<file path="config.mk">
export PLATFORM = sky130hd
export DESIGN_NAME = vga_timing_controller_flat
export DESIGN_NICKNAME = d
export VERILOG_FILES = /design/src/rtl/vga_timing_controller_if.sv /design/src/rtl/vga_timing_controller.sv /design/src/flat_wrapper.sv
export SDC_FILE = /design/constraint.sdc
export NUM_CORES = 1
export LEC_CHECK = 0
export CORE_MARGIN = 2
export CORE_UTILIZATION = 35
export CTS_CLUSTER_DIAMETER = 150
export DETAILED_ROUTE_END_ITERATION = 10
export GPL_TIMING_DRIVEN = 0
export SYNTH_ARGS = -nofsm -noshare
export SYNTH_HDL_FRONTEND = slang
export SYNTH_SLANG_ARGS = --single-unit
</file>
<file path="constraint.sdc">
create_clock -name clk -period 2.1 [get_ports clk]
set_clock_uncertainty 0.2 [all_clocks]
set_input_delay 0.42 -clock clk [delete_from_list [all_inputs] [get_ports clk]]
set_output_delay 0.42 -clock clk [all_outputs]
set_load 0.01 [all_outputs]
</file>
<file path="src/rtl/vga_timing_controller_if.sv">
`default_nettype none
// +------------------------------------------------------------------+
// | vga_timing_controller_if: upstream pixel valid/ready handshake   |
// | Revision 1.0                                                     |
// +------------------------------------------------------------------+
interface vga_timing_controller_if #(
  parameter int COLOR_WIDTH = 4
);
  logic                   pix_valid;
  logic [COLOR_WIDTH-1:0] pix_red;
  logic [COLOR_WIDTH-1:0] pix_green;
  logic [COLOR_WIDTH-1:0] pix_blue;
  logic                   pix_ready;

  modport master (
    output pix_valid, pix_red, pix_green, pix_blue,
    input  pix_ready
  );

  modport slave (
    input  pix_valid, pix_red, pix_green, pix_blue,
    output pix_ready
  );
endinterface
`default_nettype wire

</file>
<file path="src/rtl/vga_timing_controller.sv">
`default_nettype none
// +------------------------------------------------------------------+
// | vga_timing_controller: VGA h/v timing, sync and pixel pull       |
// | Revision 1.0                                                     |
// +------------------------------------------------------------------+
module vga_timing_controller #(
  parameter int COLOR_WIDTH = 4,
  parameter int H_ACTIVE    = 640,
  parameter int H_FP        = 16,
  parameter int H_SYNC      = 96,
  parameter int H_BP        = 48,
  parameter int V_ACTIVE    = 480,
  parameter int V_FP        = 10,
  parameter int V_SYNC      = 2,
  parameter int V_BP        = 33,
  parameter int SYNC_POL    = 0,
  localparam int H_TOTAL    = H_ACTIVE + H_FP + H_SYNC + H_BP,
  localparam int V_TOTAL    = V_ACTIVE + V_FP + V_SYNC + V_BP,
  localparam int HW         = $clog2(H_TOTAL),
  localparam int VW         = $clog2(V_TOTAL)
) (
  input  wire logic                   clk,
  input  wire logic                   rst_n,
  input  wire logic                   enable,
  vga_timing_controller_if.slave      pix,
  input  wire logic                   underflow_clr,
  output logic [HW-1:0]               h_cnt,
  output logic [VW-1:0]               v_cnt,
  output logic                        frame_start,
  output logic                        underflow,
  output logic                        HSync,
  output logic                        VSync,
  output logic [COLOR_WIDTH-1:0]      RED,
  output logic [COLOR_WIDTH-1:0]      GREEN,
  output logic [COLOR_WIDTH-1:0]      BLUE
);

  localparam logic [HW-1:0] c_h_active  = HW'(H_ACTIVE);
  localparam logic [HW-1:0] c_h_last    = HW'(H_TOTAL - 1);
  localparam logic [HW-1:0] c_h_sync_lo = HW'(H_ACTIVE + H_FP);
  localparam logic [HW-1:0] c_h_sync_hi = HW'(H_ACTIVE + H_FP + H_SYNC - 1);
  localparam logic [VW-1:0] c_v_active  = VW'(V_ACTIVE);
  localparam logic [VW-1:0] c_v_last    = VW'(V_TOTAL - 1);
  localparam logic [VW-1:0] c_v_sync_lo = VW'(V_ACTIVE + V_FP);
  localparam logic [VW-1:0] c_v_sync_hi = VW'(V_ACTIVE + V_FP + V_SYNC - 1);
  localparam logic          c_sync_on   = (SYNC_POL != 0);

  logic [HW-1:0]          r_h_cnt;
  logic [VW-1:0]          r_v_cnt;
  logic                   r_hsync;
  logic                   r_vsync;
  logic [COLOR_WIDTH-1:0] r_red;
  logic [COLOR_WIDTH-1:0] r_green;
  logic [COLOR_WIDTH-1:0] r_blue;
  logic                   r_frame_start;
  logic                   r_underflow;

  logic w_h_wrap;
  logic w_v_wrap;
  logic w_active;
  logic w_xfer;
  logic w_underrun;
  logic w_h_in_sync;
  logic w_v_in_sync;

  assign w_h_wrap    = (r_h_cnt == c_h_last);
  assign w_v_wrap    = (r_v_cnt == c_v_last);
  assign w_active    = enable && (r_h_cnt < c_h_active) && (r_v_cnt < c_v_active);
  assign w_xfer      = w_active && pix.pix_valid;
  assign w_underrun  = w_active && !pix.pix_valid;
  assign w_h_in_sync = (r_h_cnt >= c_h_sync_lo) && (r_h_cnt <= c_h_sync_hi);
  assign w_v_in_sync = (r_v_cnt >= c_v_sync_lo) && (r_v_cnt <= c_v_sync_hi);

  // Ready depends only on position so the source never sees a combinational loop.
  assign pix.pix_ready = w_active;

  always_ff @(posedge clk or negedge rst_n) begin
    if (!rst_n) begin
      r_h_cnt       <= '0;
      r_v_cnt       <= '0;
      r_hsync       <= ~c_sync_on;
      r_vsync       <= ~c_sync_on;
      r_red         <= '0;
      r_green       <= '0;
      r_blue        <= '0;
      r_frame_start <= 1'b0;
      r_underflow   <= 1'b0;
    end else if (!enable) begin
      r_h_cnt       <= '0;
      r_v_cnt       <= '0;
      r_hsync       <= ~c_sync_on;
      r_vsync       <= ~c_sync_on;
      r_red         <= '0;
      r_green       <= '0;
      r_blue        <= '0;
      r_frame_start <= 1'b0;
    end else begin
      r_h_cnt <= w_h_wrap ? '0 : r_h_cnt + 1'b1;
      if (w_h_wrap) begin
        r_v_cnt <= w_v_wrap ? '0 : r_v_cnt + 1'b1;
      end
      r_hsync       <= w_h_in_sync ? c_sync_on : ~c_sync_on;
      r_vsync       <= w_v_in_sync ? c_sync_on : ~c_sync_on;
      // Missing pixels and blanking both emit black.
      r_red         <= w_xfer ? pix.pix_red   : '0;
      r_green       <= w_xfer ? pix.pix_green : '0;
      r_blue        <= w_xfer ? pix.pix_blue  : '0;
      r_frame_start <= w_active && (r_h_cnt == '0) && (r_v_cnt == '0);
      if (w_underrun) begin
        r_underflow <= 1'b1;
      end else if (underflow_clr) begin
        r_underflow <= 1'b0;
      end
    end
  end

  assign h_cnt       = r_h_cnt;
  assign v_cnt       = r_v_cnt;
  assign HSync       = r_hsync;
  assign VSync       = r_vsync;
  assign RED         = r_red;
  assign GREEN       = r_green;
  assign BLUE        = r_blue;
  assign frame_start = r_frame_start;
  assign underflow   = r_underflow;

endmodule
`default_nettype wire

</file>
<file path="src/flat_wrapper.sv">
// flat-port wrapper written by rule: the top's interface ports become plain ports
module vga_timing_controller_flat 
#(
  parameter int COLOR_WIDTH = 4,
  parameter int H_ACTIVE    = 640,
  parameter int H_FP        = 16,
  parameter int H_SYNC      = 96,
  parameter int H_BP        = 48,
  parameter int V_ACTIVE    = 480,
  parameter int V_FP        = 10,
  parameter int V_SYNC      = 2,
  parameter int V_BP        = 33,
  parameter int SYNC_POL    = 0,
  localparam int H_TOTAL    = H_ACTIVE + H_FP + H_SYNC + H_BP,
  localparam int V_TOTAL    = V_ACTIVE + V_FP + V_SYNC + V_BP,
  localparam int HW         = $clog2(H_TOTAL),
  localparam int VW         = $clog2(V_TOTAL)
)
  (clk, rst_n, enable, underflow_clr, h_cnt, v_cnt, frame_start, underflow, HSync, VSync, RED, GREEN, BLUE, pix_pix_valid, pix_pix_red, pix_pix_green, pix_pix_blue, pix_pix_ready);
  vga_timing_controller_if #(.COLOR_WIDTH(COLOR_WIDTH)) pix_i ();
  input  wire logic clk;
  input  wire logic rst_n;
  input  wire logic enable;
  input  wire logic underflow_clr;
  output logic [HW-1:0] h_cnt;
  output logic [VW-1:0] v_cnt;
  output logic frame_start;
  output logic underflow;
  output logic HSync;
  output logic VSync;
  output logic [COLOR_WIDTH-1:0] RED;
  output logic [COLOR_WIDTH-1:0] GREEN;
  output logic [COLOR_WIDTH-1:0] BLUE;
  input wire logic [$bits(pix_i.pix_valid)-1:0] pix_pix_valid;
  input wire logic [$bits(pix_i.pix_red)-1:0] pix_pix_red;
  input wire logic [$bits(pix_i.pix_green)-1:0] pix_pix_green;
  input wire logic [$bits(pix_i.pix_blue)-1:0] pix_pix_blue;
  output wire logic [$bits(pix_i.pix_ready)-1:0] pix_pix_ready;
  assign pix_i.pix_valid = pix_pix_valid;
  assign pix_i.pix_red = pix_pix_red;
  assign pix_i.pix_green = pix_pix_green;
  assign pix_i.pix_blue = pix_pix_blue;
  assign pix_pix_ready = pix_i.pix_ready;
  vga_timing_controller #(.COLOR_WIDTH(COLOR_WIDTH), .H_ACTIVE(H_ACTIVE), .H_FP(H_FP), .H_SYNC(H_SYNC), .H_BP(H_BP), .V_ACTIVE(V_ACTIVE), .V_FP(V_FP), .V_SYNC(V_SYNC), .V_BP(V_BP), .SYNC_POL(SYNC_POL)) u_core (.clk(clk), .rst_n(rst_n), .enable(enable), .pix(pix_i), .underflow_clr(underflow_clr), .h_cnt(h_cnt), .v_cnt(v_cnt), .frame_start(frame_start), .underflow(underflow), .HSync(HSync), .VSync(VSync), .RED(RED), .GREEN(GREEN), .BLUE(BLUE));
endmodule
</file>
==> run_results.csv, run 1 <==
group,metric,value,unit
outcome,status,"completed",
global_routing,use_met2,26.9,%
routing,wirelength,4330,µm
power_and_ir_drop,power_leakage,0.00111,µW
power_and_ir_drop,internal_power,1110,µW
cts,worst_skew_pair.late_latency,0.29,ns
finish,fillers,437,
worst_setup_path,crit_start,"u_core.h_cnt[0]$_DFF_PN0_",
worst_setup_path,worstPathArrival,2.01,ns
finish,multi_input_area,782,µm²
finish,layout_common_cells,"clkdlybuf4s50_1, dfrtp_1, and3_1, buf_4, nor2_1",
finish,fin_cells,308,
routing,wire_per_inst,14.1,µm
cts,tritoncts,"yes",
logic_synthesis,avgSynthCellArea,10.4,µm²
global_routing,overflow,0,
cts,htreeDepth,2,
power_and_ir_drop,finalPower,1450,µW
finish,drive_gt1_share,23.2,%
global_routing,grt_pass1_wl,7040,µm
die,design.die.area,5500,µm²
run,cap_violations,0,
placed_design,postPlaceCellArea,2330,µm²
logic_synthesis,async_flop_share,100,%
worst_setup_path,r2r_setup_slack,0.07,ns
cts,cts_buffer_depth,2,
power_and_ir_drop,seqPwrFrac,50.7,%
global_routing,use_met1,22.3,%
placed_design,portBuffers,53,
power_and_ir_drop,p_per_area,562,nW/µm²
logic_synthesis,synth_fp_nets,187,
timing,finalHoldViolations,0,
cts,root_buffer,"clkbuf_8",
finish,area.growth.synth_to_final,49.5,%
timing,fin_crit,2.03,ns
global_routing,busiest_layer,"met2",
power_and_ir_drop,combPwrFrac,12.2,%
finish,register_area,916,µm²
logic_synthesis,yosysSeqAreaShare,52.4,%
worst_setup_path,criticalPathCategory,"flip-flop to flip-flop",
logic_synthesis,ys_ff_latch,36,
global_routing,antenna_found_initial,0,
power_and_ir_drop,clock_power_share,37.1,%
logic_synthesis,synth_edf_count,0,
worst_setup_path,critPathMaxFanout,6,
die,die_x,74.2,µm
placed_design,dpl.cell_count,286,
routing,drc,0,
power_and_ir_drop,p_sw_share,23.1,%
timing,tightest_slew,0.789,ns
worst_setup_path,start_kind,"flip-flop",
routing,drtIter0Drc,60,
global_routing,met3_usage,4.74,%
placed_design,gp_congestion,0.813,
finish,num_antenna_cells,0,
cts,clk_pin_slew,0.07,ns
timing,setup_viol,0,
power_and_ir_drop,ir_worst_vdd,0.232,mV
worst_setup_path,end_kind,"flip-flop",
routing,route.vias.total,1528,
finish,nets,261,
logic_synthesis,syn-cell-area,1720,µm²
timing,fmax,0.492,GHz
timing,slew_violations,0,
logic_synthesis,yosysWarnings,0,
worst_setup_path,worstPathRequired,2.07,ns
cts,cts_buffers,5,
routing,vias_per_cell,4.96,
die,rows,25,
worst_setup_path,slowest_stage,"dfrtp_2",
logic_synthesis,synth_flop_cell,"dfrtp_1",
die,ioPinCount,54,
logic_synthesis,yosysUniqueCellTypes,39,
worst_hold_path,hold_class,"input pin to asynchronous set/reset pin",
timing,maxSlewHeadroom,47.4,%
timing,holdWs,0.0136,ns
finish,post-route-cell-area,2580,µm²
global_routing,grt_pass1_vias,1459,
timing,final.period_utilization,96.8,%
routing,antenna_left,0,
global_routing,track_usage,17.0,%
worst_setup_path,critPathMaxStageDelay,0.43,ns
power_and_ir_drop,switchingPower,335,µW
finish,final_common_cell,"clkdlybuf4s50_1",
placed_design,dpl.hpwl,2940,µm
routing,drtPass1Iterations,4,
cts,cts_sinks,36,
die,initial_utilization,36.5,%
logic_synthesis,synthCells,166,
worst_setup_path,cp_cell_sequence,"ha_4 > nand4_1 > buf_4 > o31a_2 > a221o_1",
worst_setup_path,timing.rr.start,"u_core.h_cnt[0]$_DFF_PN0_",
global_routing,grt_max_degree,37,
cts,cts_hold_buffers,0,
die,core_region_area,4720,µm²
die,die_y,74.2,µm
==> layer usage <==
| metal | vias to the layer above | wire length, µm | share of wire, % |
|---|---|---|---|
| met5 | - | 0 | 0 |
| met4 | 0 | 61 | 1.4 |
| met3 | 7 | 259 | 6.0 |
| met2 | 58 | 2060 | 47 |
| met1 | 725 | 1960 | 45 |
| li1 | 738 | - | - |
==> critical path: cells and delay by family, from the launching register on <==
kind | cells | cell delay (ns)
buffers and inverters | 1 | 0.21
and+or+nand+nor | 1 | 0.20
adders and majority gates | 1 | 0.17
AOI/OAI and AO/OA | 2 | 0.70
DFF | 1 | 0.43
==> timing repair <==
item	4_1_cts	5_1_grt
resized for setup	17	9
buffers inserted	12	3
pin swaps	3	5
endpoints found under the setup margin	11	9
==> synth_stat cells, types with 4 or more instances <==
master	number	area, µm²
nand2_1	10	37.5
inv_1	11	41.3
ha_1	4	50.1
dfrtp_1	34	851
nand3_1	6	30.0
a22o_1	5	43.8
o21ai_0	10	50.1
and3_1	16	100
nor3_1	4	20.0
nand4_1	6	37.5
nor4_1	4	25.0
nor2_1	14	52.6
xnor2_1	4	35.0
==> cell type report <==
| cell class | instances | share of cell area [%] |
|---|---|---|
| well taps | 67 | 3.25 |
| flip-flops and latches | 36 | 35.5 |
| plain buffers | 3 | 0.777 |
| repair buffers | 68 | 24.6 |
| clock buffers | 8 | 3.88 |
| multi-input cells | 115 | 30.3 |
| inverters | 11 | 1.60 |
==> path summary, 6_finish.rpt <==
check | endpoint | depth (start not counted)
setup reg to reg | u_core.v_cnt[3]$_DFFE_PN0P_ | 5
hold reg to reg | u_core.underflow$_DFFE_PN0P_ | 2
max in group asynchronous | u_core.v_cnt[6]$_DFFE_PN0P_ | 1
hold / removal | u_core.BLUE[3]$_DFF_PN0_ | 1
min in group clk | u_core.underflow$_DFFE_PN0P_ | 2
setup / recovery | u_core.v_cnt[3]$_DFFE_PN0P_ | 5
==> state kept, by name, indices dropped and copies added (netlist names) <==
name	flops
u_core.h_cnt	10
u_core.v_cnt	10
u_core.BLUE	4
u_core.GREEN	4
u_core.RED	4
u_core.HSync	1
u_core.VSync	1
u_core.frame_start	1
u_core.underflow	1
==> power groups by stage <==
stage	clock network [µW]	logic, µW	registers [µW]
floorplan	0	52.0	754
global route	579	195	737
detailed placement	0	167	747
global placement	0	166	747
finish	537	176	734
CTS	551	176	732
==> cells by family after synthesis <==
| kind of cell | after synthesis | synth area share (%) |
|---|---|---|
| simple gates | 76 | 24.8 |
| flops | 36 | 52.4 |
| compound gates | 27 | 11.9 |
| buf+inv | 15 | 3.77 |
| xor+xnor | 7 | 3.56 |
| fa+ha+maj | 4 | 2.90 |
| mux | 1 | 0.653 |
==> per-stage QoR <==
step	TNS, ns	util, %	setup slack [ns]
3_3_place_gp	-19.81	49.5	-0.957
3_5_place_dp	-4.77	49.4	-0.944
6_report	0	54.6	0.0673
5_1_grt	-0.0165	54.6	-0.0126
4_1_cts	0	53.6	0.00209
2_1_floorplan	0	-	0.0878
Note: power is estimated with default switching activity, not from simulation.
==> run 2: changes to the inputs <==
ABC_AREA = 1   (was not set)
==> run 2 against run 1 <==
Net effect:
- hold slack better by 0.0038 ns
- maximum frequency rose by 1.4%
- register-to-register slack better by 0.30 ns
- critical endpoint is now v_cnt[2]
- final area rose by 2.7%
- via count increased by 9.4%
- highest routed layer unchanged
- sequential share of layout area decreased by 1.2 points
- die area grew 8.6%
- flip-flop and latch count unchanged
- first-iteration DRC count grew 15%
- synthesized area up 9.1%
- routed wire length increased by 6.5%
==> run_results.csv, run 2 <==
group,metric,value,unit
logic_synthesis,yosys.area_share.adder,2.66,%
worst_setup_path,path_depth,1,
logic_synthesis,synth_xor_area_share,1.40,%
worst_setup_path,worstPathArrival,1.39,ns
routing,wirelength,4610,µm
global_routing,overflow,0,
timing,finalHoldViolations,0,
logic_synthesis,syn-cell-area,1880,µm²
logic_synthesis,synthMuxAreaShare,0,%
cts,cts_buffers,5,
timing,fmax,0.499,GHz
cts,clk_pin_slew,0.08,ns
timing,fin_crit,2.01,ns
cts,cts_buffer_depth,2,
routing,vias_per_cell,4.50,
finish,area.growth.synth_to_final,40.7,%
logic_synthesis,async_flop_share,100,%
logic_synthesis,synthCells,235,
logic_synthesis,yosysUniqueCellTypes,27,
power_and_ir_drop,power_leakage,0.00128,µW
cts,cts_hold_buffers,0,
cts,htreeDepth,2,
finish,num_antenna_cells,0,
finish,layout_common_cells,"clkdlybuf4s50_1, nand2_1, inv_1, nor2_1, dfrtp_1",
outcome,status,"completed",
logic_synthesis,yosysSeqAreaShare,48.0,%
die,ioPinCount,54,
logic_synthesis,yosysMostFrequentCell,"nand2_1",
global_routing,grt_max_degree,37,
finish,nets,321,
timing,setup_viol,0,
die,initial_utilization,36.6,%
timing,slew_violations,0,
finish,fillers,518,
timing,rsz0062_at_grt,"no",
worst_setup_path,critPathMaxFanout,8,
worst_setup_path,slowest_stage,"clkdlybuf4s50_1",
cts,root_buffer,"clkbuf_8",
global_routing,track_usage,16.4,%
timing,tightest_slew,0.812,ns
routing,wire_per_inst,12.4,µm
routing,antenna_left,0,
die,core_region_area,5140,µm²
logic_synthesis,synth_top_area_cell,"dfrtp_1",
worst_setup_path,criticalPathCategory,"flip-flop to output port",
logic_synthesis,synth_compound_area_share,3.33,%
timing,holdWs,0.0174,ns
worst_setup_path,cp_cell_sequence,"clkdlybuf4s50_1",
finish,final_common_cell,"clkdlybuf4s50_1",
timing,maxSlewHeadroom,45.9,%
power_and_ir_drop,finalPower,1560,µW
logic_synthesis,synth_top_family_by_area,"simple AND/OR/NAND/NOR gates",
cts,tritoncts,"yes",
placed_design,gp_congestion,0.845,
logic_synthesis,ys_ff_latch,36,
logic_synthesis,synth_flop_cell,"dfrtp_1",
worst_hold_path,hold_class,"input pin to asynchronous set/reset pin",
cts,worst_skew_pair.late_latency,0.29,ns
logic_synthesis,synth_edf_count,0,
timing,final.period_utilization,95.5,%
worst_setup_path,timing.critical_path.buf_inv,1,
finish,post-route-cell-area,2650,µm²
cts,cts_sinks,36,
global_routing,antenna_found_initial,0,
worst_setup_path,r2r_cells,8,
global_routing,grt_pass1_wl,7760,µm
logic_synthesis,synth_common_cells,"nand2_1, inv_1, nor2_1",
die,die_x,77.3,µm
logic_synthesis,yosys.area_share.simple,33.3,%
worst_setup_path,start_kind,"flip-flop",
worst_setup_path,critPathTopFamily,"buffers and inverters",
logic_synthesis,synthTopCellsByArea,"dfrtp_1, nand2_1, inv_1",
routing,drc,0,
logic_synthesis,avgSynthCellArea,8.00,µm²
logic_synthesis,synth_fp_nets,256,
routing,route.vias.total,1671,
routing,drtPass1Iterations,4,
power_and_ir_drop,p_per_area,590,nW/µm²
timing,fin_tns_setup,0,ns
die,design.die.area,5980,µm²
worst_setup_path,end_kind,"output port",
logic_synthesis,yosysWarnings,0,
run,cap_violations,0,
finish,drive_gt1_share,12.6,%
power_and_ir_drop,ir_worst_vdd,0.286,mV
die,rows,26,
worst_setup_path,critPathMaxStageDelay,0.60,ns
routing,drtIter0Drc,69,
global_routing,grt_pass1_vias,1647,
worst_setup_path,worstPathRequired,1.48,ns
placed_design,portBuffers,52,
die,die_y,77.3,µm
placed_design,postPlaceCellArea,2480,µm²
logic_synthesis,synth.top_cell.area_share,45.2,%
placed_design,dpl.hpwl,3300,µm
==> run 2: cell count changes in the layout (fill, tap and decap cells not counted), sizes merged, moves of 5 or more <==
cell   before  now
a22o        5    0
and3       16    0
buf        19   14
inv        11   43
nand2      10   48
nand3       6   26
nand4       6   11
nor2       15   38
o21ai      12    5
==> run 2: final cells by class <==
class | count | area, µm² | area share, %
flip-flops and latches | 36 | 908 | 34.3
plain buffers | 6 | 56.3 | 2.13
repair buffers | 58 | 556 | 21.0
inverters | 43 | 161 | 6.10
well taps | 70 | 87.6 | 3.31
clock buffers | 5 | 68.8 | 2.60
clock inverters | 3 | 42.5 | 1.61
multi-input cells | 150 | 766 | 28.9
==> run 2: stage by stage <==
| step | util, % | std cells | setup WS (ns) |
|---|---|---|---|
| after floorplan | - | 235 | 0.522 |
| final | 51.5 | 371 | 0.0944 |
| after global routing | 51.5 | 371 | 0.00393 |
| after global placement | 48.4 | 357 | -0.503 |
| after detailed placement | 48.3 | 357 | -0.0400 |
| after CTS | 51.3 | 370 | 0.0680 |
==> run 2: cell families after synthesis <==
group / count (synthesis)
simple gates: 131
fa+ha+maj: 4
compound gates: 12
buf+inv: 49
flops: 36
xor+xnor: 3
==> run 2: final timing paths <==
| check | startpoint | to | slack, ns |
|---|---|---|---|
| max in group asynchronous | rst_n | u_core.v_cnt[8]$_DFFE_PN0P_ | 1.12 |
| min reg2reg | u_core.underflow$_DFFE_PN0P_ | u_core.underflow$_DFFE_PN0P_ | 0.31 |
| max | u_core.v_cnt[2]$_DFFE_PN0P_ | v_cnt[2] | 0.09 |
| min in group clk | u_core.underflow$_DFFE_PN0P_ | u_core.underflow$_DFFE_PN0P_ | 0.31 |
| min | rst_n | u_core.v_cnt[4]$_DFFE_PN0P_ | 0.02 |
| max reg2reg | u_core.h_cnt[0]$_DFF_PN0_ | u_core.v_cnt[8]$_DFFE_PN0P_ | 0.37 |
==> run 2: what timing repair did <==
item | 4_1_cts | 5_1_grt
resized for setup | 9 | 3
endpoints found under the hold margin | 0 | 0
pin swaps | 1 | 1
endpoints found under the setup margin | 1 | 1
setup buffers | 5 | 1
==> run 2: where the power goes <==
part | internal, µW | switching, µW
logic | 103 | 96.1
clock network | 351 | 270
registers | 718 | 22.3
total | 1170 | 389
==> run 2: routing by layer <==
metal / vias up / part of all wire (%) / GRT usage, %
li1: 862 / - / -
met1: 756 / 46 / 21.4
met2: 45 / 49 / 26.9
met3: 8 / 4.1 / 3.88
met4: 0 / 1.4 / 5.54
met5: - / 0 / 0
